<file path="config.mk">
export PLATFORM = sky130hd
export DESIGN_NAME = dm_check_sequencer_flat
export DESIGN_NICKNAME = d
export VERILOG_FILES = /design/src/rtl/dm_check_sequencer_if.sv /design/src/rtl/dm_check_sequencer.sv /design/src/flat_wrapper.sv
export SDC_FILE = /design/constraint.sdc
export NUM_CORES = 1
export LEC_CHECK = 0
export ABC_CLOCK_PERIOD_IN_PS = 3600
export BUFFER_PORTS_ARGS = -buffer_cell sky130_fd_sc_hd__clkbuf_2
export CELL_PAD_IN_SITES_DETAIL_PLACEMENT = 0
export CELL_PAD_IN_SITES_GLOBAL_PLACEMENT = 1
export CORE_MARGIN = 3
export CORE_UTILIZATION = 39
export CTS_BUF_LIST = sky130_fd_sc_hd__clkbuf_4 sky130_fd_sc_hd__clkbuf_8
export DETAILED_ROUTE_END_ITERATION = 12
export GPL_ROUTABILITY_DRIVEN = 0
export PLACE_DENSITY = 0.94
export SLEW_MARGIN = 20
export SYNTH_ARGS = -nofsm -noshare
export SYNTH_HDL_FRONTEND = slang
export SYNTH_SLANG_ARGS = --single-unit
</file>
<file path="constraint.sdc">
create_clock -name clk -period 3.6 [get_ports clk]
set_input_delay 0.18 -clock clk [delete_from_list [all_inputs] [get_ports clk]]
set_output_delay 0.18 -clock clk [all_outputs]
set_load 0.02 [all_outputs]
</file>
<file path="src/rtl/dm_check_sequencer_if.sv">
// Memory read-port bundle between the check sequencer and the port arbiter.
//   master (sequencer): drives mem_req/mem_addr and receives mem_gnt/mem_rdata/mem_rvalid.
//   slave  (memory/arbiter side): the reverse directions.
//   mem_req    request to the arbiter; accepted when mem_req & mem_gnt
//   mem_addr   word index requested, held while mem_req is high without a grant
//   mem_gnt    arbiter grant
//   mem_rdata  read data, qualified by mem_rvalid
//   mem_rvalid read data valid
interface dm_check_sequencer_if #(
  parameter int DW = 32,
  parameter int AW = 10
);
  logic          mem_req;
  logic [AW-1:0] mem_addr;
  logic          mem_gnt;
  logic [DW-1:0] mem_rdata;
  logic          mem_rvalid;

  modport master (
    output mem_req, mem_addr,
    input  mem_gnt, mem_rdata, mem_rvalid
  );

  modport slave (
    input  mem_req, mem_addr,
    output mem_gnt, mem_rdata, mem_rvalid
  );
endinterface

</file>
<file path="src/rtl/dm_check_sequencer.sv">
// Self-check scan controller for the data memory. A start pulse walks CHECK_WORDS
// consecutive words from BASE_IDX through the shared memory read port, one read per
// word, compares each against the expected-value table and reports the result.
// Ports:
//   clk, rst   clock (rising edge) and synchronous active-high reset
//   start      begin a scan; only sampled while idle
//   busy       scan in progress
//   done       one-cycle pulse at scan end
//   pass       scan result, valid with done, held until the next accepted start
//   timeout    scan aborted waiting for read data, held until the next start
//   err_count  saturating mismatch count
//   fail_idx   word index of the first mismatch
//   fail_data  read data at the first mismatch
//   exp_idx    expected-table index (current word index)
//   exp_data   expected word for exp_idx (combinational lookup outside)
//   mem        memory read port (master side of dm_check_sequencer_if)
module dm_check_sequencer #(
  parameter int DW           = 32,
  parameter int AW           = 10,
  parameter int BASE_IDX     = 0,
  parameter int CHECK_WORDS  = 16,
  parameter int STOP_ON_FAIL = 1,
  parameter int TIMEOUT      = 64,
  parameter int CW           = 8
) (
  input  logic                clk,
  input  logic                rst,
  input  logic                start,
  output logic                busy,
  output logic                done,
  output logic                pass,
  output logic                timeout,
  output logic [CW-1:0]       err_count,
  output logic [AW-1:0]       fail_idx,
  output logic [DW-1:0]       fail_data,
  output logic [AW-1:0]       exp_idx,
  input  logic [DW-1:0]       exp_data,
  dm_check_sequencer_if.master mem
);

  typedef enum logic [1:0] {
    IDLE,
    REQ,
    WAIT,
    FIN
  } state_t;

  localparam int TW = (TIMEOUT > 1) ? $clog2(TIMEOUT) : 1;
  localparam logic [AW-1:0] FIRST_IDX  = AW'(BASE_IDX);
  // Index arithmetic is modulo 2**AW, so the last index wraps with it.
  localparam logic [AW-1:0] LAST_IDX   = AW'(BASE_IDX + CHECK_WORDS - 1);
  localparam logic [TW-1:0] TIMER_LAST = TW'(TIMEOUT - 1);

  state_t        state;
  logic [AW-1:0] idx;
  logic [TW-1:0] timer;
  logic          req;
  logic          mismatch;

  assign exp_idx      = idx;
  assign mem.mem_addr = idx;
  assign mem.mem_req  = req;

  always_comb begin
    mismatch = 1'b0;
    if (mem.mem_rdata != exp_data) mismatch = 1'b1;
  end

  always_ff @(posedge clk) begin
    if (rst) begin
      state     <= IDLE;
      busy      <= 1'b0;
      done      <= 1'b0;
      pass      <= 1'b0;
      timeout   <= 1'b0;
      req       <= 1'b0;
      err_count <= '0;
      fail_idx  <= '0;
      fail_data <= '0;
      idx       <= '0;
      timer     <= '0;
    end else begin
      done <= 1'b0;
      case (state)
        IDLE: begin
          if (start) begin
            state     <= REQ;
            idx       <= FIRST_IDX;
            err_count <= '0;
            fail_idx  <= '0;
            fail_data <= '0;
            pass      <= 1'b0;
            timeout   <= 1'b0;
            busy      <= 1'b1;
            req       <= 1'b1;
          end
        end

        REQ: begin
          // No time limit on the grant; idx (and so mem_addr) holds meanwhile.
          if (mem.mem_gnt) begin
            req   <= 1'b0;
            timer <= '0;
            state <= WAIT;
          end
        end

        WAIT: begin
          if (mem.mem_rvalid) begin
            if (mismatch) begin
              if (err_count != '1) err_count <= err_count + 1'b1;
              // err_count saturates but never returns to zero, so zero means
              // no mismatch has been recorded yet in this scan.
              if (err_count == '0) begin
                fail_idx  <= idx;
                fail_data <= mem.mem_rdata;
              end
            end
            if (mismatch && (STOP_ON_FAIL != 0)) begin
              state <= FIN;
            end else if (idx == LAST_IDX) begin
              state <= FIN;
            end else begin
              idx   <= idx + 1'b1;
              req   <= 1'b1;
              state <= REQ;
            end
          end else if (timer == TIMER_LAST) begin
            // TIMEOUT WAIT cycles elapsed without read data.
            timeout <= 1'b1;
            state   <= FIN;
          end else begin
            timer <= timer + 1'b1;
          end
        end

        FIN: begin
          done  <= 1'b1;
          busy  <= 1'b0;
          pass  <= (err_count == '0) && !timeout;
          state <= IDLE;
        end

        default: state <= IDLE;
      endcase
    end
  end

endmodule
</file>
<file path="src/flat_wrapper.sv">
// flat-port wrapper written by rule: the top's interface ports become plain ports
module dm_check_sequencer_flat 
#(
  parameter int DW           = 32,
  parameter int AW           = 10,
  parameter int BASE_IDX     = 0,
  parameter int CHECK_WORDS  = 16,
  parameter int STOP_ON_FAIL = 1,
  parameter int TIMEOUT      = 64,
  parameter int CW           = 8
)
  (clk, rst, start, busy, done, pass, timeout, err_count, fail_idx, fail_data, exp_idx, exp_data, mem_mem_req, mem_mem_addr, mem_mem_gnt, mem_mem_rdata, mem_mem_rvalid);
  dm_check_sequencer_if #(.DW(DW), .AW(AW)) mem_i ();
  input  logic clk;
  input  logic rst;
  input  logic start;
  output logic busy;
  output logic done;
  output logic pass;
  output logic timeout;
  output logic [CW-1:0] err_count;
  output logic [AW-1:0] fail_idx;
  output logic [DW-1:0] fail_data;
  output logic [AW-1:0] exp_idx;
  input  logic [DW-1:0] exp_data;
  output wire logic [$bits(mem_i.mem_req)-1:0] mem_mem_req;
  output wire logic [$bits(mem_i.mem_addr)-1:0] mem_mem_addr;
  input wire logic [$bits(mem_i.mem_gnt)-1:0] mem_mem_gnt;
  input wire logic [$bits(mem_i.mem_rdata)-1:0] mem_mem_rdata;
  input wire logic [$bits(mem_i.mem_rvalid)-1:0] mem_mem_rvalid;
  assign mem_mem_req = mem_i.mem_req;
  assign mem_mem_addr = mem_i.mem_addr;
  assign mem_i.mem_gnt = mem_mem_gnt;
  assign mem_i.mem_rdata = mem_mem_rdata;
  assign mem_i.mem_rvalid = mem_mem_rvalid;
  dm_check_sequencer #(.DW(DW), .AW(AW), .BASE_IDX(BASE_IDX), .CHECK_WORDS(CHECK_WORDS), .STOP_ON_FAIL(STOP_ON_FAIL), .TIMEOUT(TIMEOUT), .CW(CW)) u_core (.clk(clk), .rst(rst), .start(start), .busy(busy), .done(done), .pass(pass), .timeout(timeout), .err_count(err_count), .fail_idx(fail_idx), .fail_data(fail_data), .exp_idx(exp_idx), .exp_data(exp_data), .mem(mem_i));
endmodule
</file>
==> metrics, run 1 <==
startpoint types=register; Slew Viols, Final=0; Sw Share=0.254; TritonRoute pass-1 iters=5; final instance area=4730 sq um; WL met3=790 um; met2 routed WL=5000 um; vias per cell=5.16; Post-CTS Setup Bufs=0; Sequential Power Share=0.466; worst min path class=in -> reg; Starting Density=0.407; slew margin rel.=0.454; Switch Pwr=449 uW; Iteration-0 DRC Markers=238; R2R depth=7; Core Region=9330 sq um; hold path endpoint=u_core.fail_data[22]; min Tclk post-route=2.44 ns; outcome=completed; sequential fraction of the synthesis area=0.385; DIE HEIGHT=105 um; reg2reg start=u_core.state[1]; post-route antenna net violation count=0; maximum number of pins on one net before global-route repair=71; final setup violation count=0; Setup Total Neg Slack=0 ns; Clock transition at path regs=0.08 ns; RSZ-0062 raised after global routing=no; Fin. Hold Viols=0; Crit Path Class=reg -> reg; worst slew pin tran=0.813 ns; CTS Buf Count=9; Top Metal Used=met4; most used cell, CP=nand2_1; routed len/inst=15.2 um; H-tree levels=3; WHS Path Cells=3; first-pass GRT wire length=17400 um; Pint=1.32 mW; top cell type's share of synthesized area=0.385; Fmax=410 MHz; WP data arrival=2.71 ns; worst vdd ir=0.250 mV; overall power=1.77 mW; Netlist cell types=52; Area Growth Syn to Fin=24.5%; Rows=35; DRC=0; fraction of layout cells with a size suffix above 1=0.310; die footprint=11000 sq um; total track usage=0.195; CTS resizes=0; syn_area_per_cell=8.25 sq um; combinational share of power=0.126; Clock power frac=0.407; CTS hold repair buffers=0; mapped cell area=3790 sq um; fill count=919; Synth Instances=460; syn nets=533; antenna violations before repair=0; Clock Sinks=73; clock tree buffer depth=2; Req. time, crit path=3.87 ns; via count=3709; register-to-register setup slack=1.16 ns; Cell Chain, Critical Path=mux2_2, nand2_1, or3_1, a211oi_4, buf_4, nand2_1, o21ai_0; routed wire length=11000 um; crit end category=register; M1 WL=4870 um; vias in the first global route=3531; CTS root buf=clkbuf_8; EDFF count, synth=0; Synth Flop Type=dfxtp_1; Pwr per Cell Area=375 nW/um^2; Ant. Diodes=0; PortBufs=143; asr flop ratio synth=0; period utilization=0.677; static leakage=1.87 nW; number of synthesized register bits=73; CP Max Fanout=33; final cell count without fillers=719; CTS tree=yes; layout net count=658; detailed placement HPWL=8140 um; reg2reg end=u_core.fail_data[5]; commonest non-fill, non-tap cell in the layout=clkbuf_2; Largest stage delay, worst path=0.51 ns; die width=105 um; most frequent cells in the layout=clkbuf_2 (143), dfxtp_1 (73), nand2_1 (68), o21ai_0 (49), nand2b_1 (46); Yosys top cell by area=dfxtp_1; Synth area leaders=dfxtp_1 (39%), nand2b_1 (7.6%), xnor2_1 (7.4%), nand2_1 (6.7%), o21ai_0 (6.5%); gr ovfl total=0; placed insts=703; IO Pins=144; count of warnings emitted by yosys=0; CP max stage cell=dfxtp_1; clk_lat worst skew=0.34 ns; HP Start=mem_mem_rdata[22]; area post-placement=4500 sq um; clk_skew=0.0122 ns; MaxCap Viol Count=0
## cell usage after synthesis (all sizes together) (4+ instances only)
cell    number
xor2         4
o211ai       6
a31oi       11
dfxtp       73
nand2b      46
xnor2       32
inv          9
ha           4
nor3         7
buf         13
nand2       69
nor4         6
or4          4
nand4       23
nand3       15
o21ai       49
clkbuf      18
a21oi       13
nor2        19
## logic make-up (layout without fill, tap and decap cells)
logic type / count (synthesis) / after routing / share of synthesized area
xor+xnor: 36 / 36 / 0.0831
mux: 3 / 3 / 0.00857
fa+ha+maj: 4 / 4 / 0.0132
buf+inv: 40 / 170 / 0.0597
flops: 73 / 73 / 0.385
simple gates: 208 / 208 / 0.294
compound gates: 96 / 96 / 0.156
## worst max-delay path by stage
stage,cells past startpoint,end,startpoint
6_report,7,u_core.fail_data[5],u_core.state[1]
5_1_grt,9,u_core.fail_data[30],u_core.err_count[1]
4_1_cts,7,u_core.fail_idx[3],u_core.state[1]
3_5_place_dp,7,u_core.exp_idx[8],exp_data[22]
3_3_place_gp,7,u_core.exp_idx[8],exp_data[27]
2_1_floorplan,6,u_core.exp_idx[8],u_core.exp_idx[4]
## state kept, by name, indices dropped and copies added, names as in the netlist
| signal | count |
|---|---|
| u_core.mem.mem_req | 1 |
| u_core.busy | 1 |
| u_core.pass | 1 |
| u_core.exp_idx | 10 |
| u_core.timeout | 1 |
| u_core.timer | 6 |
| u_core.err_count | 8 |
| u_core.fail_idx | 10 |
| u_core.done | 1 |
| u_core.state | 2 |
| u_core.fail_data | 32 |
## stage by stage
| step | hold slack, ns | setup slack, ns | utilization |
|---|---|---|---|
| finish | 0.0630 | 1.16 | 0.507 |
| global route | 0.0652 | 0.960 | 0.507 |
| CTS | 0.0514 | 1.17 | 0.507 |
| detailed placement | 0.415 | 1.07 | 0.483 |
| global placement | 0.405 | 1.06 | 0.483 |
| floorplan | 0.289 | 1.48 | - |
## layout make-up
| type | count | area (sq um) | area share |
|---|---|---|---|
| multi-input cells | 347 | 2110 | 0.447 |
| well taps | 129 | 161 | 0.0342 |
| inverters | 9 | 33.8 | 0.00715 |
| flip-flops and latches | 73 | 1460 | 0.309 |
| clock buffers | 11 | 145 | 0.0307 |
| clock inverters | 5 | 78.8 | 0.0167 |
| repair buffers | 145 | 731 | 0.155 |
## power groups by stage
stage               combinational, mW  sequential, mW  clock, mW
floorplan                       0.126           0.852          0
global placement                0.222           0.844          0
detailed placement              0.222           0.844          0
CTS                             0.223           0.826      0.741
global route                    0.243           0.827      0.774
finish                          0.224           0.826      0.722
## per-layer routing
layer / vias to the layer above / GRT usage
met3: 25 / 0.0377
met1: 1685 / 0.260
li1: 1852 / -
met2: 147 / 0.307
met4: 0 / 0.0872
met5: - / 0
## worst max-delay path: cells and delay by family, from the launching register on
family | cells | cell delay (ns)
muxes | 1 | 0.21
buffers and inverters | 1 | 0.42
and+or+nand+nor | 3 | 0.75
DFF | 1 | 0.51
AOI/OAI and AO/OA | 2 | 0.46
Note: power is estimated with default switching activity, not from simulation.
==> run 2, diff against run 1 <==
--- a/config.mk
+++ b/config.mk
@@ -5,16 +5,16 @@
 export SDC_FILE = /design/constraint.sdc
 export NUM_CORES = 1
 export LEC_CHECK = 0
-export ABC_CLOCK_PERIOD_IN_PS = 3600
+export ABC_CLOCK_PERIOD_IN_PS = 2400
 export BUFFER_PORTS_ARGS = -buffer_cell sky130_fd_sc_hd__clkbuf_2
 export CELL_PAD_IN_SITES_DETAIL_PLACEMENT = 0
 export CELL_PAD_IN_SITES_GLOBAL_PLACEMENT = 1
 export CORE_MARGIN = 3
-export CORE_UTILIZATION = 39
+export CORE_UTILIZATION = 36
 export CTS_BUF_LIST = sky130_fd_sc_hd__clkbuf_4 sky130_fd_sc_hd__clkbuf_8
 export DETAILED_ROUTE_END_ITERATION = 12
 export GPL_ROUTABILITY_DRIVEN = 0
-export PLACE_DENSITY = 0.94
+export PLACE_DENSITY = 0.88
 export SLEW_MARGIN = 20
 export SYNTH_ARGS = -nofsm -noshare
 export SYNTH_HDL_FRONTEND = slang
==> constraint.sdc (replaced) <==
create_clock -name clk -period 2.4 [get_ports clk]
set_input_delay 0.12 -clock clk [delete_from_list [all_inputs] [get_ports clk]]
set_output_delay 0.12 -clock clk [all_outputs]
set_load 0.02 [all_outputs]
==> run 2 against run 1 <==
  * Register-to-register slack worse by 0.97 ns
  * Worst hold slack lost 0.053 ns
  * Total power grew 44%
  * Via count grew 3.6%
  * Final cell count is 4.0% higher
  * Clock skew down 0.0050 ns
  * Global-route usage up 0.19 points
  * Largest cell class unchanged
  * Combinational power rose by 67%
==> metrics, run 2 (synthesis gave the netlist of run 1 again) <==
maximum number of pins on one net before global-route repair=71 (unchanged); detailed placement HPWL=8530 um (was 8140 um); overall power=2.55 mW (was 1.77 mW); static leakage=1.98 nW (was 1.87 nW); Core Region=10000 sq um (was 9330 sq um); slew margin rel.=0.583 (was 0.454); min Tclk post-route=2.29 ns; WHS=0.00987 ns (was 0.0630 ns); Req. time, crit path=2.64 ns (was 3.87 ns); CTS tree=yes (unchanged); Crit Path Class=in -> reg (was reg -> reg); Rows=36 (was 35); RSZ-0062 raised after global routing=no (unchanged); Ant. Diodes=0 (unchanged); Fin. Hold Viols=0 (unchanged); post-route antenna net violation count=0 (unchanged); layout net count=684 (was 658); CTS root buf=clkbuf_8 (unchanged); TritonRoute pass-1 iters=5 (unchanged); PortBufs=143 (unchanged); Pwr per Cell Area=515 nW/um^2 (was 375 nW/um^2); H-tree levels=3 (unchanged); final setup violation count=0 (unchanged); Fmax=436 MHz; antenna violations before repair=0 (unchanged); fraction of layout cells with a size suffix above 1=0.322 (was 0.310); routed wire length=11500 um (was 11000 um); period utilization=0.955; total track usage=0.197 (was 0.195); Slew Viols, Final=0 (unchanged); Clock Sinks=73 (unchanged); DIE HEIGHT=109 um (was 105 um); vias in the first global route=3759 (was 3531); most frequent cells in the layout=clkbuf_2 (143), dfxtp_1 (73), nand2_1 (68), o21ai_0 (49), nand2b_1 (46) (unchanged); Setup Total Neg Slack=0 ns (unchanged); worst slew pin tran=0.626 ns (was 0.813 ns); Clock transition at path regs=0.08 ns (about the same); clock tree buffer depth=2 (unchanged); clk_lat worst skew=0.35 ns (was 0.34 ns); Iteration-0 DRC Markers=192 (was 238); IO Pins=144 (unchanged); via count=3843 (was 3709); die width=109 um (was 105 um); fill count=1013 (was 919); vias per cell=5.14 (was 5.16); startpoint types=input port (was register); outcome=completed (unchanged); max reg flops=32 (unchanged); worst min path class=in -> reg (unchanged); DRC=0 (unchanged); CP Max Fanout=5 (was 33); clk_skew=0.00719 ns (was 0.0122 ns); first-pass GRT wire length=18400 um (was 17400 um); crit end category=register (unchanged); Area Growth Syn to Fin=30.6% (was 24.5%); worst vdd ir=0.248 mV (was 0.250 mV); largest reg by FF count=u_core.fail_data (unchanged); die footprint=11800 sq um (was 11000 sq um); routed len/inst=15.4 um (was 15.2 um); commonest non-fill, non-tap cell in the layout=clkbuf_2 (unchanged); WP data arrival=2.53 ns (was 2.71 ns); CTS Buf Count=9 (unchanged); Starting Density=0.380 (was 0.407); MaxCap Viol Count=0 (unchanged); gr ovfl total=0 (unchanged)
## run 2: changes by cell type in the layout (fill, tap and decap cells not counted), sizes merged
cell	delta
bufinv	-1
dlygate4sd3	+13
buf	+13
## run 2: report_power, final
part | internal (mW) | switching, mW
logic | 0.159 | 0.215
clock network | 0.493 | 0.448
registers | 1.23 | 0.0130
total | 1.88 | 0.676
## run 2: repair_timing
| action | in CTS | in global routing |
|---|---|---|
| buffers inserted | 0 | 0 |
| hold buffers | 13 | 0 |
| endpoints found under the hold margin | 13 | 0 |
| endpoints found under the setup margin | 0 | 2 |
| gates resized for setup | 0 | 3 |
## run 2: stage by stage
stage	setup slack, ns	std cells	utilization	area (sq um)
global route	0.0115	748	0.496	4960
floorplan	0.280	460	-	3790
CTS	0.103	748	0.494	4940
global placement	0.296	720	0.463	4630
detailed placement	0.246	720	0.463	4630
finish	0.107	748	0.496	4960
## run 2: area by class of cell
cell class	count	area, sq um	share of cell area
sequential	73	1460	0.295
timing repair buffer	171	983	0.198
multi-input combinational	347	2130	0.429
clock inverter	4	45.0	0.00909
inverter	9	33.8	0.00681
tap	133	166	0.0336
clock buffer	11	139	0.0280
## run 2: metal layers
layer | part of all wire | global-route usage | vias to the layer above
met5 | 0 | 0 | -
li1 | - | - | 1902
met1 | 0.45 | 0.255 | 1786
met2 | 0.48 | 0.327 | 139
met4 | 0.018 | 0.0784 | 0
met3 | 0.056 | 0.0337 | 16
## run 2: final timing paths
check,start,to,slack [ns],depth (start not counted)
max reg2reg,u_core.exp_idx[9],u_core.exp_idx[8],0.19,6
min,mem_mem_rdata[18],u_core.fail_data[18],0.01,3
min reg2reg,u_core.fail_data[4],u_core.fail_data[4],0.48,2
max,mem_mem_rdata[23],u_core.exp_idx[5],0.11,8
## run 2: worst max-delay path, cell delays in order
cell,delay (ns)
dlygate4sd3_1,0.54
clkbuf_2,0.12
xnor2_1,0.29
nand4_1,0.18
nor4_2,0.35
nand3_1,0.23
or4_1,0.55
mux2i_1,0.14
